<file path="config.mk">
export PLATFORM = sky130hd
export DESIGN_NAME = l2_lru_arbiter_flat
export DESIGN_NICKNAME = d
export VERILOG_FILES = /design/src/rtl/l2_lru_pkg.sv /design/src/rtl/l2_lru_if.sv /design/src/rtl/l2_lru_age_update.sv /design/src/rtl/l2_lru_arbiter.sv /design/src/flat_wrapper.sv
export SDC_FILE = /design/constraint.sdc
export NUM_CORES = 1
export LEC_CHECK = 0
export CAP_MARGIN = 20
export CORE_ASPECT_RATIO = 0.5
export CORE_UTILIZATION = 50
export CTS_CLUSTER_DIAMETER = 40
export CTS_CLUSTER_SIZE = 10
export DETAILED_ROUTE_END_ITERATION = 7
export PLACE_DENSITY = 0.82
export SLEW_MARGIN = 20
export SYNTH_ARGS = -nofsm -noshare
export SYNTH_HDL_FRONTEND = slang
export SYNTH_HIERARCHICAL = 1
export SYNTH_SLANG_ARGS = --single-unit
</file>
<file path="constraint.sdc">
create_clock -name CLK -period 6.55 [get_ports CLK]
set_clock_uncertainty 0.1 [all_clocks]
set_input_delay 0.9825 -clock CLK [delete_from_list [all_inputs] [get_ports CLK]]
set_output_delay 0.9825 -clock CLK [all_outputs]
set_load 0.02 [all_outputs]
</file>
<file path="src/rtl/l2_lru_pkg.sv">
// Shared types and default geometry for the L2 LRU arbiter slice.
`timescale 1ns/1ps
package l2_lru_pkg;

  localparam int DEF_NUM_WAYS   = 8;
  localparam int DEF_WAY_BITS   = 3;
  localparam int DEF_INDEX_BITS = 7;
  localparam int DEF_ROW_BITS   = DEF_WAY_BITS * DEF_NUM_WAYS;

  typedef enum logic [1:0] {
    START = 2'd0,
    INIT  = 2'd1,
    IDLE  = 2'd2,
    RMW   = 2'd3
  } state_e;

endpackage

</file>
<file path="src/rtl/l2_lru_if.sv">
// Request/response ports for both processors plus the LRU RAM port.
`timescale 1ns/1ps
interface l2_lru_if
  import l2_lru_pkg::*;
#(
  parameter int NUM_WAYS   = DEF_NUM_WAYS,
  parameter int WAY_BITS   = DEF_WAY_BITS,
  parameter int INDEX_BITS = DEF_INDEX_BITS
);
  localparam int ROW_BITS = WAY_BITS * NUM_WAYS;

  logic                  req1_valid;
  logic                  req1_ready;
  logic                  req1_hit;
  logic [WAY_BITS-1:0]   req1_way;
  logic [INDEX_BITS-1:0] req1_index;
  logic                  rsp1_valid;
  logic [WAY_BITS-1:0]   rsp1_way;

  logic                  req2_valid;
  logic                  req2_ready;
  logic                  req2_hit;
  logic [WAY_BITS-1:0]   req2_way;
  logic [INDEX_BITS-1:0] req2_index;
  logic                  rsp2_valid;
  logic [WAY_BITS-1:0]   rsp2_way;

  logic                  ram_rd_en;
  logic                  ram_wr_en;
  logic [INDEX_BITS-1:0] ram_addr;
  logic [ROW_BITS-1:0]   ram_wdata;
  logic [ROW_BITS-1:0]   ram_rdata;

  modport slave (
    input  req1_valid, req1_hit, req1_way, req1_index,
    input  req2_valid, req2_hit, req2_way, req2_index,
    input  ram_rdata,
    output req1_ready, rsp1_valid, rsp1_way,
    output req2_ready, rsp2_valid, rsp2_way,
    output ram_rd_en, ram_wr_en, ram_addr, ram_wdata
  );

  modport master (
    output req1_valid, req1_hit, req1_way, req1_index,
    output req2_valid, req2_hit, req2_way, req2_index,
    output ram_rdata,
    input  req1_ready, rsp1_valid, rsp1_way,
    input  req2_ready, rsp2_valid, rsp2_way,
    input  ram_rd_en, ram_wr_en, ram_addr, ram_wdata
  );

endinterface

</file>
<file path="src/rtl/l2_lru_age_update.sv">
// Combinational age-row update: picks hit way or LRU victim and makes it MRU.
// L2_LRU_PERM_CHECK_EN adds a duplicate-age detector on the incoming row.
`timescale 1ns/1ps
module l2_lru_age_update
  import l2_lru_pkg::*;
#(
  parameter int NUM_WAYS = DEF_NUM_WAYS,
  parameter int WAY_BITS = DEF_WAY_BITS
) (
  input  logic [WAY_BITS*NUM_WAYS-1:0] i_row,
  input  logic                         i_hit,
  input  logic [WAY_BITS-1:0]          i_way,
  output logic [WAY_BITS*NUM_WAYS-1:0] o_row,
  output logic [WAY_BITS-1:0]          o_way
`ifdef L2_LRU_PERM_CHECK_EN
  ,
  output logic                         o_perm_err
`endif
);
  localparam logic [WAY_BITS-1:0] AGE_MRU = WAY_BITS'(NUM_WAYS - 1);
  localparam logic [WAY_BITS-1:0] AGE_ONE = WAY_BITS'(1);
  localparam logic [WAY_BITS-1:0] AGE_LRU = {WAY_BITS{1'b0}};

  logic [WAY_BITS-1:0] w_victim;
  logic [WAY_BITS-1:0] w_sel;
  logic [WAY_BITS-1:0] w_sel_age;

  // Victim search: ascending scan so the highest-indexed age-0 way wins.
  always_comb begin
    w_victim = AGE_LRU;
    for (int j = 0; j < NUM_WAYS; j++) begin
      if (i_row[j*WAY_BITS +: WAY_BITS] == AGE_LRU) begin
        w_victim = WAY_BITS'(j);
      end else begin
        w_victim = w_victim;
      end
    end
  end

  // Promote the selected way to MRU and close the gap it leaves.
  always_comb begin
    if (i_hit) begin
      w_sel = i_way;
    end else begin
      w_sel = w_victim;
    end
    w_sel_age = i_row[w_sel*WAY_BITS +: WAY_BITS];
    o_row     = {(WAY_BITS*NUM_WAYS){1'b0}};
    for (int j = 0; j < NUM_WAYS; j++) begin
      if (WAY_BITS'(j) == w_sel) begin
        o_row[j*WAY_BITS +: WAY_BITS] = AGE_MRU;
      end else if (i_row[j*WAY_BITS +: WAY_BITS] > w_sel_age) begin
        o_row[j*WAY_BITS +: WAY_BITS] = i_row[j*WAY_BITS +: WAY_BITS] - AGE_ONE;
      end else begin
        o_row[j*WAY_BITS +: WAY_BITS] = i_row[j*WAY_BITS +: WAY_BITS];
      end
    end
    o_way = w_sel;
  end

`ifdef L2_LRU_PERM_CHECK_EN
  logic [NUM_WAYS-1:0] w_seen;

  // Any age seen twice means the stored row is not a permutation.
  always_comb begin
    w_seen     = {NUM_WAYS{1'b0}};
    o_perm_err = 1'b0;
    for (int j = 0; j < NUM_WAYS; j++) begin
      if (w_seen[i_row[j*WAY_BITS +: WAY_BITS]]) begin
        o_perm_err = 1'b1;
      end else begin
        w_seen[i_row[j*WAY_BITS +: WAY_BITS]] = 1'b1;
      end
    end
  end
`endif

endmodule

</file>
<file path="src/rtl/l2_lru_arbiter.sv">
// Two-port round-robin read-modify-write sequencer for the L2 LRU age RAM,
// with a post-reset init sweep. Optional row check: L2_LRU_PERM_CHECK_EN.
`timescale 1ns/1ps
module l2_lru_arbiter
  import l2_lru_pkg::*;
#(
  parameter int NUM_WAYS   = DEF_NUM_WAYS,
  parameter int WAY_BITS   = DEF_WAY_BITS,
  parameter int INDEX_BITS = DEF_INDEX_BITS
) (
  input  logic    CLK,
  input  logic    RST,
  l2_lru_if.slave io_bus,
  output logic    o_init_busy,
  output logic    o_lru_err
);
  localparam int NUM_SETS = 1 << INDEX_BITS;
  localparam int ROW_BITS = WAY_BITS * NUM_WAYS;
  localparam logic [INDEX_BITS-1:0] LAST_SET = INDEX_BITS'(NUM_SETS - 1);

  state_e                r_state;
  state_e                w_state_nxt;
  logic [INDEX_BITS-1:0] r_init_idx;
  logic [INDEX_BITS-1:0] r_index;
  logic                  r_ptr;
  logic                  r_port;
  logic                  r_hit;
  logic [WAY_BITS-1:0]   r_way;
  logic                  r_init_busy;

  logic                  w_grant;
  logic                  w_pick2;
  logic                  w_req_hit;
  logic [WAY_BITS-1:0]   w_req_way;
  logic [INDEX_BITS-1:0] w_req_index;
  logic [WAY_BITS-1:0]   w_sel_way;
  logic [ROW_BITS-1:0]   w_init_row;
  logic [ROW_BITS-1:0]   w_new_row;

  for (genvar g_j = 0; g_j < NUM_WAYS; g_j++) begin : g_init_row
    assign w_init_row[g_j*WAY_BITS +: WAY_BITS] = WAY_BITS'(g_j);
  end

`ifdef L2_LRU_PERM_CHECK_EN
  logic w_perm_err;
  logic w_err_now;
  logic r_lru_err;
`endif

  l2_lru_age_update #(
    .NUM_WAYS (NUM_WAYS),
    .WAY_BITS (WAY_BITS)
  ) u_age_update (
    .i_row      (io_bus.ram_rdata),
    .i_hit      (r_hit),
    .i_way      (r_way),
    .o_row      (w_new_row),
    .o_way      (w_sel_way)
`ifdef L2_LRU_PERM_CHECK_EN
    ,
    .o_perm_err (w_perm_err)
`endif
  );

  // Arbitration: the pointer only matters when both ports are requesting.
  always_comb begin
    if (io_bus.req2_valid && (!io_bus.req1_valid || r_ptr)) begin
      w_pick2 = 1'b1;
    end else begin
      w_pick2 = 1'b0;
    end
    w_grant = (r_state == IDLE) && (io_bus.req1_valid || io_bus.req2_valid);
    if (w_pick2) begin
      w_req_hit   = io_bus.req2_hit;
      w_req_way   = io_bus.req2_way;
      w_req_index = io_bus.req2_index;
    end else begin
      w_req_hit   = io_bus.req1_hit;
      w_req_way   = io_bus.req1_way;
      w_req_index = io_bus.req1_index;
    end
  end

  // Next-state and RAM/handshake outputs.
  always_comb begin
    w_state_nxt       = r_state;
    io_bus.req1_ready = 1'b0;
    io_bus.req2_ready = 1'b0;
    io_bus.rsp1_valid = 1'b0;
    io_bus.rsp2_valid = 1'b0;
    io_bus.rsp1_way   = {WAY_BITS{1'b0}};
    io_bus.rsp2_way   = {WAY_BITS{1'b0}};
    io_bus.ram_rd_en  = 1'b0;
    io_bus.ram_wr_en  = 1'b0;
    io_bus.ram_addr   = {INDEX_BITS{1'b0}};
    io_bus.ram_wdata  = {ROW_BITS{1'b0}};
    case (r_state)
      START: begin
        w_state_nxt = INIT;
      end
      INIT: begin
        io_bus.ram_wr_en = 1'b1;
        io_bus.ram_addr  = r_init_idx;
        io_bus.ram_wdata = w_init_row;
        if (r_init_idx == LAST_SET) begin
          w_state_nxt = IDLE;
        end else begin
          w_state_nxt = INIT;
        end
      end
      IDLE: begin
        if (w_grant) begin
          io_bus.req1_ready = ~w_pick2;
          io_bus.req2_ready = w_pick2;
          io_bus.ram_rd_en  = 1'b1;
          io_bus.ram_addr   = w_req_index;
          w_state_nxt       = RMW;
        end else begin
          w_state_nxt = IDLE;
        end
      end
      RMW: begin
        io_bus.ram_wr_en = 1'b1;
        io_bus.ram_addr  = r_index;
        io_bus.ram_wdata = w_new_row;
        if (r_port) begin
          io_bus.rsp2_valid = 1'b1;
          io_bus.rsp2_way   = w_sel_way;
        end else begin
          io_bus.rsp1_valid = 1'b1;
          io_bus.rsp1_way   = w_sel_way;
        end
        w_state_nxt = IDLE;
      end
      default: begin
        w_state_nxt = START;
      end
    endcase
  end

  // State register; init_busy is held from reset until the sweep's last set.
  always_ff @(posedge CLK or negedge RST) begin
    if (!RST) begin
      r_state     <= START;
      r_init_busy <= 1'b1;
    end else begin
      r_state     <= w_state_nxt;
      r_init_busy <= (w_state_nxt == START) || (w_state_nxt == INIT);
    end
  end

  // Sweep counter, round-robin pointer and the request latched at grant.
  always_ff @(posedge CLK or negedge RST) begin
    if (!RST) begin
      r_init_idx <= {INDEX_BITS{1'b0}};
      r_ptr      <= 1'b0;
      r_port     <= 1'b0;
      r_hit      <= 1'b0;
      r_way      <= {WAY_BITS{1'b0}};
      r_index    <= {INDEX_BITS{1'b0}};
    end else begin
      if (r_state == INIT) begin
        r_init_idx <= r_init_idx + 1'b1;
      end else begin
        r_init_idx <= {INDEX_BITS{1'b0}};
      end
      if (w_grant) begin
        r_ptr   <= ~w_pick2;
        r_port  <= w_pick2;
        r_hit   <= w_req_hit;
        r_way   <= w_req_way;
        r_index <= w_req_index;
      end else begin
        r_ptr   <= r_ptr;
        r_port  <= r_port;
        r_hit   <= r_hit;
        r_way   <= r_way;
        r_index <= r_index;
      end
    end
  end

  assign o_init_busy = r_init_busy;

`ifdef L2_LRU_PERM_CHECK_EN
  assign w_err_now = (r_state == RMW) && w_perm_err;

  // Corrupt-row flag is visible in the RMW cycle and sticks until reset.
  always_ff @(posedge CLK or negedge RST) begin
    if (!RST) begin
      r_lru_err <= 1'b0;
    end else begin
      r_lru_err <= r_lru_err | w_err_now;
    end
  end

  assign o_lru_err = r_lru_err | w_err_now;
`else
  assign o_lru_err = 1'b0;
`endif

endmodule

</file>
<file path="src/flat_wrapper.sv">
// flat-port wrapper written by rule: the top's interface ports become plain ports
module l2_lru_arbiter_flat import l2_lru_pkg::*;
#(
  parameter int NUM_WAYS   = DEF_NUM_WAYS,
  parameter int WAY_BITS   = DEF_WAY_BITS,
  parameter int INDEX_BITS = DEF_INDEX_BITS
)
  (CLK, RST, o_init_busy, o_lru_err, io_bus_req1_valid, io_bus_req1_hit, io_bus_req1_way, io_bus_req1_index, io_bus_req2_valid, io_bus_req2_hit, io_bus_req2_way, io_bus_req2_index, io_bus_ram_rdata, io_bus_req1_ready, io_bus_rsp1_valid, io_bus_rsp1_way, io_bus_req2_ready, io_bus_rsp2_valid, io_bus_rsp2_way, io_bus_ram_rd_en, io_bus_ram_wr_en, io_bus_ram_addr, io_bus_ram_wdata);
  l2_lru_if #(.NUM_WAYS(NUM_WAYS), .WAY_BITS(WAY_BITS), .INDEX_BITS(INDEX_BITS)) io_bus_i ();
  input  logic CLK;
  input  logic RST;
  output logic o_init_busy;
  output logic o_lru_err;
  input wire logic [$bits(io_bus_i.req1_valid)-1:0] io_bus_req1_valid;
  input wire logic [$bits(io_bus_i.req1_hit)-1:0] io_bus_req1_hit;
  input wire logic [$bits(io_bus_i.req1_way)-1:0] io_bus_req1_way;
  input wire logic [$bits(io_bus_i.req1_index)-1:0] io_bus_req1_index;
  input wire logic [$bits(io_bus_i.req2_valid)-1:0] io_bus_req2_valid;
  input wire logic [$bits(io_bus_i.req2_hit)-1:0] io_bus_req2_hit;
  input wire logic [$bits(io_bus_i.req2_way)-1:0] io_bus_req2_way;
  input wire logic [$bits(io_bus_i.req2_index)-1:0] io_bus_req2_index;
  input wire logic [$bits(io_bus_i.ram_rdata)-1:0] io_bus_ram_rdata;
  output wire logic [$bits(io_bus_i.req1_ready)-1:0] io_bus_req1_ready;
  output wire logic [$bits(io_bus_i.rsp1_valid)-1:0] io_bus_rsp1_valid;
  output wire logic [$bits(io_bus_i.rsp1_way)-1:0] io_bus_rsp1_way;
  output wire logic [$bits(io_bus_i.req2_ready)-1:0] io_bus_req2_ready;
  output wire logic [$bits(io_bus_i.rsp2_valid)-1:0] io_bus_rsp2_valid;
  output wire logic [$bits(io_bus_i.rsp2_way)-1:0] io_bus_rsp2_way;
  output wire logic [$bits(io_bus_i.ram_rd_en)-1:0] io_bus_ram_rd_en;
  output wire logic [$bits(io_bus_i.ram_wr_en)-1:0] io_bus_ram_wr_en;
  output wire logic [$bits(io_bus_i.ram_addr)-1:0] io_bus_ram_addr;
  output wire logic [$bits(io_bus_i.ram_wdata)-1:0] io_bus_ram_wdata;
  assign io_bus_i.req1_valid = io_bus_req1_valid;
  assign io_bus_i.req1_hit = io_bus_req1_hit;
  assign io_bus_i.req1_way = io_bus_req1_way;
  assign io_bus_i.req1_index = io_bus_req1_index;
  assign io_bus_i.req2_valid = io_bus_req2_valid;
  assign io_bus_i.req2_hit = io_bus_req2_hit;
  assign io_bus_i.req2_way = io_bus_req2_way;
  assign io_bus_i.req2_index = io_bus_req2_index;
  assign io_bus_i.ram_rdata = io_bus_ram_rdata;
  assign io_bus_req1_ready = io_bus_i.req1_ready;
  assign io_bus_rsp1_valid = io_bus_i.rsp1_valid;
  assign io_bus_rsp1_way = io_bus_i.rsp1_way;
  assign io_bus_req2_ready = io_bus_i.req2_ready;
  assign io_bus_rsp2_valid = io_bus_i.rsp2_valid;
  assign io_bus_rsp2_way = io_bus_i.rsp2_way;
  assign io_bus_ram_rd_en = io_bus_i.ram_rd_en;
  assign io_bus_ram_wr_en = io_bus_i.ram_wr_en;
  assign io_bus_ram_addr = io_bus_i.ram_addr;
  assign io_bus_ram_wdata = io_bus_i.ram_wdata;
  l2_lru_arbiter #(.NUM_WAYS(NUM_WAYS), .WAY_BITS(WAY_BITS), .INDEX_BITS(INDEX_BITS)) u_core (.CLK(CLK), .RST(RST), .io_bus(io_bus_i), .o_init_busy(o_init_busy), .o_lru_err(o_lru_err));
endmodule
</file>
* Yosys cells after proc, flatten, opt, wreduce, memory -nomap -nowiden *
Index checks and enable logic that the tools add are counted.

storage, ports and cells
  bits of input ports = 50
  bits in registers = 23

cells by class
  shift-type cells = 1
  add/subtract/negate cells = 9
  $lt $le $gt $ge = 8
  eq/ne operators = 12
  $mul = 1
  reduce and logical (&&, ||, !) cells = 17
  muxes and demuxes = 50
  bitwise operators = 1

operator list
  cell                                                                   number
  3-bit two-way mux                                                      28
  24-bit case mux with 2 select lines                                    1
  3-bit greater-than comparator                                          8
  3-bit zero test                                                        8
  24-bit by 6-bit indexed part select with 3-bit output                  1
  3-bit by 1-bit subtractor with 3-bit output, second input constant     8
  7-bit two-way mux                                                      3
  7-bit case mux with 3 select lines                                     1
  1-bit two-way mux                                                      15
  3-bit equality test, first input constant                              4
  2-bit case mux with 4 select lines                                     1
  7-bit by 1-bit adder with 7-bit output, second input constant          1
  7-bit equality test, second input constant                             1
  2-bit by 3-bit equality test with 1-bit output, first input constant   2
  3-bit by 2-bit multiplier with 5-bit output, second input constant     1
  2-bit by 1-bit equality test with 1-bit output, second input constant  2
  2-bit equality test, second input constant                             2
  2-bit zero test                                                        2
  1-bit by 3-bit equality test with 1-bit output, first input constant   1
  1-bit logical OR                                                       3
  1-bit logical AND                                                      2
  2-bit two-way mux                                                      1
  2-bit OR reduction                                                     1
  1-bit zero test                                                        1
  1-bit inverter                                                         1

* Depth between registers and ports, before layout *
Gate-level depths: netlist of the first run.

  depth in word-level cells = 15
  depth in mapped cells = 20
  mapped depth without buffers = 19

* Modules after synthesis *
The synthesis of the first run kept the hierarchy.

modules (own cells, without submodules)
  module             cells each  area an instance (µm²)  instances
  l2_lru_age_update  303         2057.0                  1
  l2_lru_arbiter     155         1477.7                  1

* Least setup slack after synthesis of the first run *
No wires, ideal clock.

  kind = in2out
  from = in io_bus_ram_rdata[18]
  to = out io_bus_ram_wdata[10]
  arrival = 4.925 ns
  stages = 19
  setup slack = 0.542 ns
  cell sequence = inv_1 ha_1 nor2b_1 nor3b_4 o2bb2ai_4 clkbuf_1 nand2_1 o211ai_1 o21ai_0 o21ai_0 ha_1 nor2_1 nor2_1 a221oi_1 nor3_2 mux2_1 nand2_1 inv_1 a21boi_0

on the way
  longest elaborated chain between the ends = 10
  elaborated cells on any way between the ends = 11
  those cells by class = mul (1); order compare (1); eq/ne (1); shift (1); mux (6); reduce/logical (1)

RTL lines
  what                                                   line                     source
  start, declared                                        flat_wrapper.sv:22       input wire logic [$bits(io_bus_i.ram_rdata)-1:0] io_bus_ram_rdata;
  3-bit zero test                                        l2_lru_age_update.sv:32  if (i_row[j*WAY_BITS +: WAY_BITS] == AGE_LRU) begin
  3-bit two-way mux (2 in a row)                         l2_lru_age_update.sv:32
  3-bit two-way mux                                      l2_lru_age_update.sv:42  if (i_hit) begin
  3-bit by 2-bit multiplier with 5-bit output            l2_lru_age_update.sv:47  w_sel_age = i_row[w_sel*WAY_BITS +: WAY_BITS];
  24-bit by 6-bit indexed part select with 3-bit output  l2_lru_age_update.sv:47
  3-bit greater-than comparator                          l2_lru_age_update.sv:52  end else if (i_row[j*WAY_BITS +: WAY_BITS] > w_sel_age) begin
  3-bit two-way mux                                      l2_lru_age_update.sv:52
  3-bit two-way mux (*)                                  l2_lru_age_update.sv:50  if (WAY_BITS'(j) == w_sel) begin
  net u_core.w_new_row[10]                               l2_lru_arbiter.sv:38     logic [ROW_BITS-1:0] w_new_row;
  24-bit case mux with 2 select lines (*)                l2_lru_arbiter.sv:97     case (r_state)
  end, declared                                          flat_wrapper.sv:32       output wire logic [$bits(io_bus_i.ram_wdata)-1:0] io_bus_ram_wdata;

The timed path passes the listed nets; every way through them passes the cells marked *.

* Final worst setup path of the first run *
  from = in io_bus_ram_rdata[18]
  to = out io_bus_ram_wdata[5]

on the way
  longest elaborated chain between the ends = 10
  elaborated cells on any way between the ends = 11
  those cells by class = mul (1); order compare (1); eq/ne (1); shift (1); mux (6); reduce/logical (1)

RTL lines
  what                                                   line                     source
  3-bit zero test (*)                                    l2_lru_age_update.sv:32
  3-bit two-way mux (*) (2 in a row)                     l2_lru_age_update.sv:32
  3-bit two-way mux (*)                                  l2_lru_age_update.sv:42
  net u_core.w_sel_way[2]                                l2_lru_arbiter.sv:36     logic [WAY_BITS-1:0] w_sel_way;
  3-bit by 2-bit multiplier with 5-bit output            l2_lru_age_update.sv:47
  24-bit by 6-bit indexed part select with 3-bit output  l2_lru_age_update.sv:47
  3-bit greater-than comparator                          l2_lru_age_update.sv:52
  3-bit two-way mux                                      l2_lru_age_update.sv:52
  3-bit two-way mux (*)                                  l2_lru_age_update.sv:50
  net u_core.w_new_row[5]                                l2_lru_arbiter.sv:38
  24-bit case mux with 2 select lines (*)                l2_lru_arbiter.sv:97

Marked as above.

==> results of run 1 <==
[through the flow]
step,power (uW),cell area [sq um],instances
final,677,4810,653
after global routing,728,4810,653
after CTS,658,4720,648
after detailed placement,529,4640,644
after global placement,522,4640,644
after floorplan,417,3530,458
[layer usage]
metal  global-route usage [%]  vias to the layer above
met1                     37.6                     1772
met3                     3.33                       13
met4                     6.17                        0
met2                     48.2                      158
li1                         -                     1878
met5                        0                        -
[layout by cell type, fill, tap and decap left out, types with 8 or more instances in the layout]
cell type and instances:
and3_1 35, dlymetal6s2s_1 15, a221o_1 19, a31oi_1 12
a21boi_0 12, nand2b_1 10, and2_1 11, buf_4 30
xnor2_1 8, dfrtp_1 22, clkdlybuf4s50_1 77, inv_1 36
nand2_1 67, o21ai_0 16, nand3_1 16, ha_1 32
nor2_1 24
[where the power goes]
group / switching, uW / internal [uW] / leakage [uW]
Combinational: 222 / 184 / 0.00197
Sequential: 0 / 142 / 0.000298
Clock: 46.6 / 83.0 / 0.0000382
[worst register-to-register path: stages, from the launching register on]
cell and delay (ns):
dfrtp_1 0.67, buf_4 0.34, nor2b_4 0.34, o21ai_2 0.25, a221o_1 0.41
[flip-flops by register name, indices dropped and copies added (netlist names)]
name                count
u_core/r_state          2
u_core/o_init_busy      1
u_core/r_ptr            1
u_core/r_port           1
u_core/r_init_idx       7
u_core/r_way            3
u_core/r_index          7
u_core/r_hit            1
[repair_timing]
action	CTS	global route
resized for setup	0	21
buffers inserted	0	5
endpoints found under the setup margin	0	24
hold endpoints to repair	0	0
[kinds of logic after synthesis]
kind of cell / after synthesis / synth area share [%]
other: 1 / 0.106
buffers and inverters: 64 / 8.00
adder cells (fa/ha/maj): 35 / 12.3
AND/OR/NAND/NOR: 188 / 27.4
AO/OA/AOI/OAI: 122 / 28.7
multiplexers: 15 / 4.67
XOR/XNOR: 10 / 2.48
flip-flops: 23 / 16.3
[worst max path at each step]
| stage | startpoint | end | slack [ns] | depth (start not counted) |
|---|---|---|---|---|
| 2_1_floorplan | io_bus_ram_rdata[18] | io_bus_ram_wdata[10] | 0.54 | 19 |
| 3_3_place_gp | io_bus_ram_rdata[10] | io_bus_ram_wdata[19] | 0.15 | 21 |
| 3_5_place_dp | io_bus_ram_rdata[15] | io_bus_ram_wdata[10] | 0.06 | 21 |
| 4_1_cts | io_bus_ram_rdata[15] | io_bus_ram_wdata[10] | 0.03 | 21 |
| 5_1_grt | io_bus_ram_rdata[15] | io_bus_ram_wdata[6] | -0.006 | 19 |
| 6_report | io_bus_ram_rdata[18] | io_bus_ram_wdata[5] | 0.18 | 17 |
[cell type report]
cell class / instances / area [sq um]
Multi-Input combinational cell: 371 / 2690
Fill cell: 533 / 1940
Timing Repair Buffer: 123 / 1190
Tap cell: 92 / 115
Clock buffer: 4 / 78.8
Sequential cell: 23 / 577
Inverter: 40 / 160
==> summary.md, run 1 <==
| Metric | Value |
|---|---|
| Status | completed |
| Setup WS pre-CTS | 0.0575 ns |
| Most common flop cell mapped by yosys | dfrtp_1 |
| Max Freq | between 150 and 200 MHz |
| GPL Wtd Cong | 0.984 |
| Initial antenna violation count | 0 |
| Worst hold path endpoint | u_core/r_index[1] |
| Crit path DAT | ~5.3 ns |
| Top Layer Used | met4 |
| Vias in the first global route | roughly 3.3k |
| Die area | around 7400 sq um |
| Mapped Cells | 458 |
| Final Core Density | a little under three quarters |
| Max Transition Viols Final | 0 |
| Tmin final | between 6 and 7 ns |
| Mapped cell area | between 3000 and 4000 sq um |
| Cts hold-fix bufs | 0 |
| Port Buffers | 93 |
| Max cap viols | 0 |
| Share of layout cells above drive strength 1 | 14.6% |
| Slew HR | between 50% and 60% |
| P&R area growth vs syn | 36.0% |
| I/O Pins | 95 |
| CP top delay family | buffers and inverters |
| DR WL met2 | about 4.7 mm |
| Total CTS buffers | 3 |
| Critical Path Max Stage Delay | 0.53 ns |
| DRC | 0 |
| Die X | about 120 um |
| Clk pin slew, worst setup/hold paths | approximately 0.060 ns |
| R2R cell count | 4 |
| Ant diodes | 0 |
| Reg-to-Reg End | u_core/r_index[3] |
| Setup crit end kind | output port |
| Final WL | 10.4 mm |
| GRT Util Overall | between 20% and 30% |
| Crit-path cells | clkdlybuf4s50_1 > inv_1 > ha_1 > nor2b_1 > nor3b_4 > buf_4 > nand3_1 > o21ai_2 > buf_4 > inv_2 > nor3_2 > a21oi_2 > maj3_2 > a32oi_2 > mux2_1 > and3_1 > clkdlybuf4s50_1 |
| Hpwl dp | about 8 mm |
| Hold Startpoint | u_core/r_index[1] |
| Leak pwr | ~0.0023 uW |
| H-tree depth | 1 |
| Overall overflow remaining after global route | 0 |
| Max Buffers Root-to-Sink | 2 |
| Final #Nets | about 640 |
| Synth Register Bits | 23 |
| Routed wire per std cell | 16.0 um |
| Crit-path max FO | 13 |
| Worst reg2reg setup slack | about 4.3 ns |
| Post-synth top area share | 15.6% |
| Root Buffer | clkbuf_16 |
| TritonCTS clock tree | built |
| Top-count cell post-synth | nand2_1 |
| Synthesis Warnings | 6 |
| Pwr Density | roughly 140 nW/um^2 |
| Crit path kind | in2out |
| Crit path buf inv count | 6 |
| Required time of the critical path | about 5.5 ns |
| Hold Fails Final Rpt | 0 |
| Post-synthesis sequential area ratio | between 10% and 20% |
| Num rows | 21 |
| Tightest hold margin | between 0.4 and 0.5 ns |
| First-pass DRT Iterations | 6 |
| Wire length on met3 | approximately 730 um |
| Post-synthesis area per instance | a little under 8 sq um |
| Slew @ Worst Pin | 0.627 ns |
| Sink Count | 23 |
| Min-delay worst type | reg2reg |
| Core area | 6750 sq um |
| Post-synthesis cell type count | 64 |
| # setup viols final | 0 |
| Post-synth top cells | nand2_1, inv_1, and3_1 |
| Routed Antenna Nets | 0 |
| Final period util | a little over nine tenths |
| CP max stage cell | clkdlybuf4s50_1 |
| Die Height | between 60 and 70 um |
| Post-synth net total | 540 |
| Initial DRC Count | 317 |
| Routed vias | between 3k and 4k |
| Final setup margin | between 0.15 and 0.2 ns |
| Max rail drop VDD | around 0.11 mV |
| Synth area leader | dfrtp_1 |
| Largest net degree at the start of global routing | 40 |
| WHS Path Cells | 1 |
| Routed length on met1 | approximately 4.9 mm |
| Setup crit start kind | input pin |
| Starting density of the core | 52.3% |
| Post-Route Setup TNS | 0 ns |
| Synth top area cells | dfrtp_1, ha_1, nand2_1 |
| Worst r2r src | u_core/r_state[1] |
| Clock Latency Late Sink | roughly 0.25 ns |
| Number of vias per cell | between 5 and 6 |
| Post-synth EDFFs | 0 |
| First-pass GRT wire length | around 16 mm |
| Asr flop ratio synth | between 90% and 100% |
Power figures use the tool's default switching activity.
==> run 2, diff against run 1 <==
--- a/config.mk
+++ b/config.mk
@@ -11,8 +11,9 @@
 export CTS_CLUSTER_DIAMETER = 40
 export CTS_CLUSTER_SIZE = 10
 export DETAILED_ROUTE_END_ITERATION = 7
+export MAX_ROUTING_LAYER = met4
 export PLACE_DENSITY = 0.82
-export SLEW_MARGIN = 20
+export SLEW_MARGIN = 10
 export SYNTH_ARGS = -nofsm -noshare
 export SYNTH_HDL_FRONTEND = slang
 export SYNTH_HIERARCHICAL = 1
==> run 2 against run 1 <==
  * Count of clock-buffer cells in the layout fell by 1
  * Sequential share of layout area fell by 0.15 points
  * Clock power barely moved
  * Largest power group unchanged
  * Sequential power barely moved
  * Global-route usage rose by 1.5 points
  * Total power rose by 0.94%
  * Critical endpoint is now io_bus_ram_wdata[11]
  * Non-clock buffer count rose by 1
==> summary.md, run 2 (synthesized netlist as in run 1, its figures left out) <==
| Metric | Value |
|---|---|
| Status | completed |
| Critical Path Max Stage Delay | 0.54 ns (about the same) |
| Overall overflow remaining after global route | 0 (unchanged) |
| Max Buffers Root-to-Sink | 2 (unchanged) |
| Finished Layout Cells | 654 (+0.15%) |
| Max rail drop VDD | 0.107 mV (-5.3%) |
| Min-delay worst type | reg2reg |
| Final Instance Area | 4870 sq um (+1.2%) |
| I/O Pins | 95 (unchanged) |
| Slew @ Worst Pin | 0.652 ns (+0.0248 ns) |
| Starting density of the core | 52.3% (unchanged) |
| Share of layout cells above drive strength 1 | 15.3% (+0.69 points) |
| Commonest non-fill, non-tap cell in the layout | clkdlybuf4s50_1 |
| Dpl cell area | 4650 sq um (+0.16%) |
| Pwr Density | 140 nW/um^2 (-0.30%) |
| Crit-path max FO | 18 (+5) |
| Final #Nets | 645 (+0.16%) |
| Hold Startpoint | u_core/r_index[3] |
| Initial DRC Count | 296 (-6.6%) |
| Die X | 121 um (unchanged) |
| First-pass DRT Iterations | 6 (unchanged) |
| H-tree depth | 1 (unchanged) |
| Tmin final | 6.26 ns (-0.106 ns) |
| Leak pwr | 0.00242 uW (+5.0%) |
| Routed wire per std cell | 16.1 um (+0.98%) |
| Crit path DAT | 5.18 ns (-0.11 ns) |
| Biggest regs | u_core/r_index: 7 flops, u_core/r_init_idx: 7 flops, u_core/r_way: 3 flops |
| Hpwl dp | 8.11 mm (+1.3%) |
| Cts hold-fix bufs | 0 (unchanged) |
| Max cap viols | 0 (unchanged) |
| Routed Antenna Nets | 0 (unchanged) |
| Root Buffer | clkbuf_16 |
| Final Core Density | 72.1% (+0.89 points) |
| TritonCTS clock tree | built |
| Core area | 6750 sq um (unchanged) |
| Slew HR | 56.5% (-1.6 points) |
| Routed vias | 3853 (+0.84%) |
| Setup WS pre-CTS | 0.0230 ns (-0.0345 ns) |
| CP max stage cell | clkdlybuf4s50_1 |
| Final WL | 10.5 mm (+1.1%) |
| Clock Latency Late Sink | 0.25 ns (about the same) |
| Total CTS buffers | 3 (unchanged) |
| CP startpoint | io_bus_ram_rdata[15] |
| Worst r2r src | u_core/r_state[1] |
| Largest net degree at the start of global routing | 25 (-38%) |
| Final setup margin | 0.288 ns (+0.106 ns) |
| Clk pin slew, worst setup/hold paths | 0.06 ns (about the same) |
| Post-Route Setup TNS | 0 ns (unchanged) |
| First-pass GRT wire length | 16.6 mm (+2.2%) |
| Max Transition Viols Final | 0 (unchanged) |
| Fillers | 521 (-2.3%) |
| Number of vias per cell | 5.89 (+0.68%) |
| Most frequent cells in the layout | clkdlybuf4s50_1, nand2_1, inv_1, and3_1, ha_1 |
| Initial antenna violation count | 0 (unchanged) |
| Ant diodes | 0 (unchanged) |
| Crit path kind | in2out |
| Sink Count | 23 (unchanged) |
| GRT Util Overall | 29.2% (+1.5 points) |
| Die area | 7430 sq um (unchanged) |
| Final period util | 95.6% (-1.6 points) |
| Max Freq | 160 MHz (+1.7%) |
| # setup viols final | 0 (unchanged) |
| P&R area growth vs syn | 37.7% |
| Crit-path cells | clkdlybuf4s50_1 > inv_1 > ha_1 > nor2b_1 > a311oi_1 > o221a_2 > inv_4 > and3_1 > a311oi_1 > a31oi_1 > buf_4 > ha_1 > nand2_1 > nand2_1 > o221ai_2 > a22oi_2 > mux2_1 > and3_1 > clkdlybuf4s50_1 |
| Num rows | 21 (unchanged) |
| Placed instance count | 645 (+0.16%) |
| DRC | 0 (unchanged) |
| Setup crit start kind | input pin |
| Required time of the critical path | 5.47 ns (about the same) |
| Die Height | 61.5 um (unchanged) |
| GPL Wtd Cong | 0.970 (-1.5%) |
| Hold Fails Final Rpt | 0 (unchanged) |
| Port Buffers | 93 (unchanged) |
| Setup crit end kind | output port |
| Vias in the first global route | 3297 (-1.3%) |
-- run 2: cell types whose count changed in the layout (fill, tap and decap cells not counted), sizes merged --
cell           change
clkdlybuf4s50      -5
clkinv             +1
dlymetal6s2s       +6
clkbuf             -1
-- run 2: path summary, 6_finish.rpt --
path | to | slack, ns | cells after the start
worst max register to register | u_core/r_hit | 4.31 | 4
worst min-delay path | u_core/r_index[3] | 0.41 | 1
worst min register to register | u_core/r_index[3] | 0.41 | 1
min in group asynchronous | u_core/r_index[6] | 0.91 | 1
worst max-delay path | io_bus_ram_wdata[11] | 0.29 | 19
max in group asynchronous | u_core/o_init_busy | 4.95 | 2
-- run 2: worst max-delay path: cells and delay by family --
| kind | cells | cell delay, ns |
|---|---|---|
| buffers and inverters | 5 | 1.48 |
| AOI/OAI and AO/OA | 6 | 1.20 |
| and+or+nand+nor | 5 | 0.62 |
| adders and majority gates | 2 | 0.57 |
| muxes | 1 | 0.32 |
-- run 2: area by class of cell --
class	count	area (sq um)	area share, %
clock inverters	1	5.00	0.103
flip-flops and latches	23	577	11.8
multi-input cells	371	2700	55.5
well taps	92	115	2.36
clock buffers	3	75.1	1.54
inverters	40	158	3.24
repair buffers	124	1240	25.4
-- run 2: what timing repair did --
item                                    CTS  global route
endpoints found under the setup margin    1            24
gates resized for setup                   1            29
buffers inserted                          0             4
pin swaps                                 0             2
-- run 2: power by group --
part,internal [uW],total (uW),switching (uW)
combinational,187,412,225
clock,82.0,130,47.7
sequential,142,142,0
-- run 2: per-stage QoR --
stage | hold WS (ns) | power (uW)
after floorplan | 0.363 | 417
after global placement | 0.381 | 524
after detailed placement | 0.394 | 531
after CTS | 0.407 | 664
after global routing | 0.418 | 735
final | 0.406 | 684
-- run 2: metal layers --
metal  wire length [um]  GRT usage [%]  vias up  part of all wire [%]
li1                   -              -     1888                     -
met1               5060           40.0     1763                    48
met2               4550           47.2      187                    43
met3                821           2.69       15                   7.8
met4                110           6.53        0                   1.0
met5                  0              -        -                     0
==> RTL change, RTL diff (config.mk and constraints of run 2) <==
Change the package constant `DEF_NUM_WAYS` from 8 to 4.
--- a/src/rtl/l2_lru_pkg.sv
+++ b/src/rtl/l2_lru_pkg.sv
@@ -3,5 +3,5 @@
 package l2_lru_pkg;
 
-  localparam int DEF_NUM_WAYS   = 8;
+  localparam int DEF_NUM_WAYS   = 4;
   localparam int DEF_WAY_BITS   = 3;
   localparam int DEF_INDEX_BITS = 7;
Ports: changed (resized io_bus_ram_rdata and io_bus_ram_wdata); port bits go from 95 to 71. The function was not compared with the original's and may differ.
==> RTL change against run 2 <==
Final cell count decreased by 37%. Core utilization increased by 0.17 points. Sequential cell count unchanged. Largest cell class unchanged. Setup slack got worse by 6.5 ps. Design area decreased by 33%. Wire length decreased by 37%. Critical path type unchanged. Fmax decreased by 0.10%. Synthesized area decreased by 32%. Power decreased by 38%. Combinational power decreased by 55%. Via count decreased by 37%.
==> RTL change: results (changes against run 2) <==
Post-CTS Resized 0 (was 1); Compound-Gate Fraction of Synth Area 27.4% (was 28.7%); P_leak 1.47 nW (was 2.42 nW); clock-cell share of area 1.39% (was 1.64%); share of layout cells above drive strength 1 12.8% (was 15.3%); sequential area share after synthesis 24.1% (was 16.3%); cells taking the most area after synthesis dfrtp_1 (23%), ha_1 (8.4%), a221o_1 (7.5%), nand2_1 (4.6%), and3_1 (3.4%) (was dfrtp_1 (16%), ha_1 (11%), nand2_1 (7.1%), and3_1 (6.2%), a221o_1 (5.4%)); vias in the first global route 2,341 (was 3,297); Avg WL per Cell 16.2 um (was 16.1 um); clk root buf clkbuf_8 (was clkbuf_16); GR Util met2 49.7% (was 47.2%); Synth Area in XOR/XNOR 1.10% (was 2.48%); Synth Instances 271 (was 458); met3 GRT Util 4.92% (was 2.69%); mux contribution to synthesized area 7.70% (was 4.67%); routed wl met3 356 um (was 821 um); Total Power 0.425 mW (was 0.684 mW); Non-clk bufs 83 (was 124); Logic inverters 22 (was 40); PortBufs 69 (was 93); Detailed Route Iter0 Violations 104 (was 296); Post-Route WL 6610 um (was 10,500 um); hold_ws 416 ps (was 406 ps); status complete, no violations (unchanged); wl on met1 2940 um (was 5060 um); pin count of the biggest net entering global routing 29 (was 25); GPL Wtd Cong 0.958 (was 0.970); dpl hpwl 5080 um (was 8110 um); clock buf count 4 (was 3); Reg2Reg Setup Slack 4070 ps (was 4310 ps); Yosys cell types 66 (was 64); CP startpoint io_bus_ram_rdata[3] (was io_bus_ram_rdata[15]); Seq cells 23 (unchanged); grt met1 use 35.5% (was 40.0%); comb_multi_in 211 (was 371); CP endpoint io_bus_ram_wdata[4] (was io_bus_ram_wdata[11]); gr usage total 28.2% (was 29.2%); First-pass DRT Iterations 5 (was 6); switching power 0.144 mW (was 0.272 mW); adder-cell share of the synthesized area 8.38% (was 12.3%); placed insts 404 (was 645)
-- RTL change: changes by cell type in the layout (fill, tap and decap cells not counted), sizes merged, moves of 16 or more --
cell and change:
ha -16, and3 -24, buf -17, inv -19, nand2 -38, dlymetal6s2s -17
-- RTL change: kinds of logic after synthesis --
family | count (synthesis)
adders and majority gates | 16
other | 1
xor gates and xnor gates | 3
muxes | 14
DFF | 23
buffers and inverters | 37
and+or+nand+nor | 105
AOI/OAI and AO/OA | 72
-- RTL change: stage by stage --
stage / instance area (sq um) / worst slack, ps
after global placement: 3160 / 253
after detailed placement: 3160 / 94.8
after global routing: 3240 / 0.123
after floorplan: 2390 / 1070
after CTS: 3200 / 81.0
final: 3240 / 281
-- RTL change: worst register-to-register path, stage by stage, from the launching register on --
cell	delay (ps)
dfrtp_1	950
nand2b_4	250
a211oi_2	640
buf_4	300
a221o_1	170
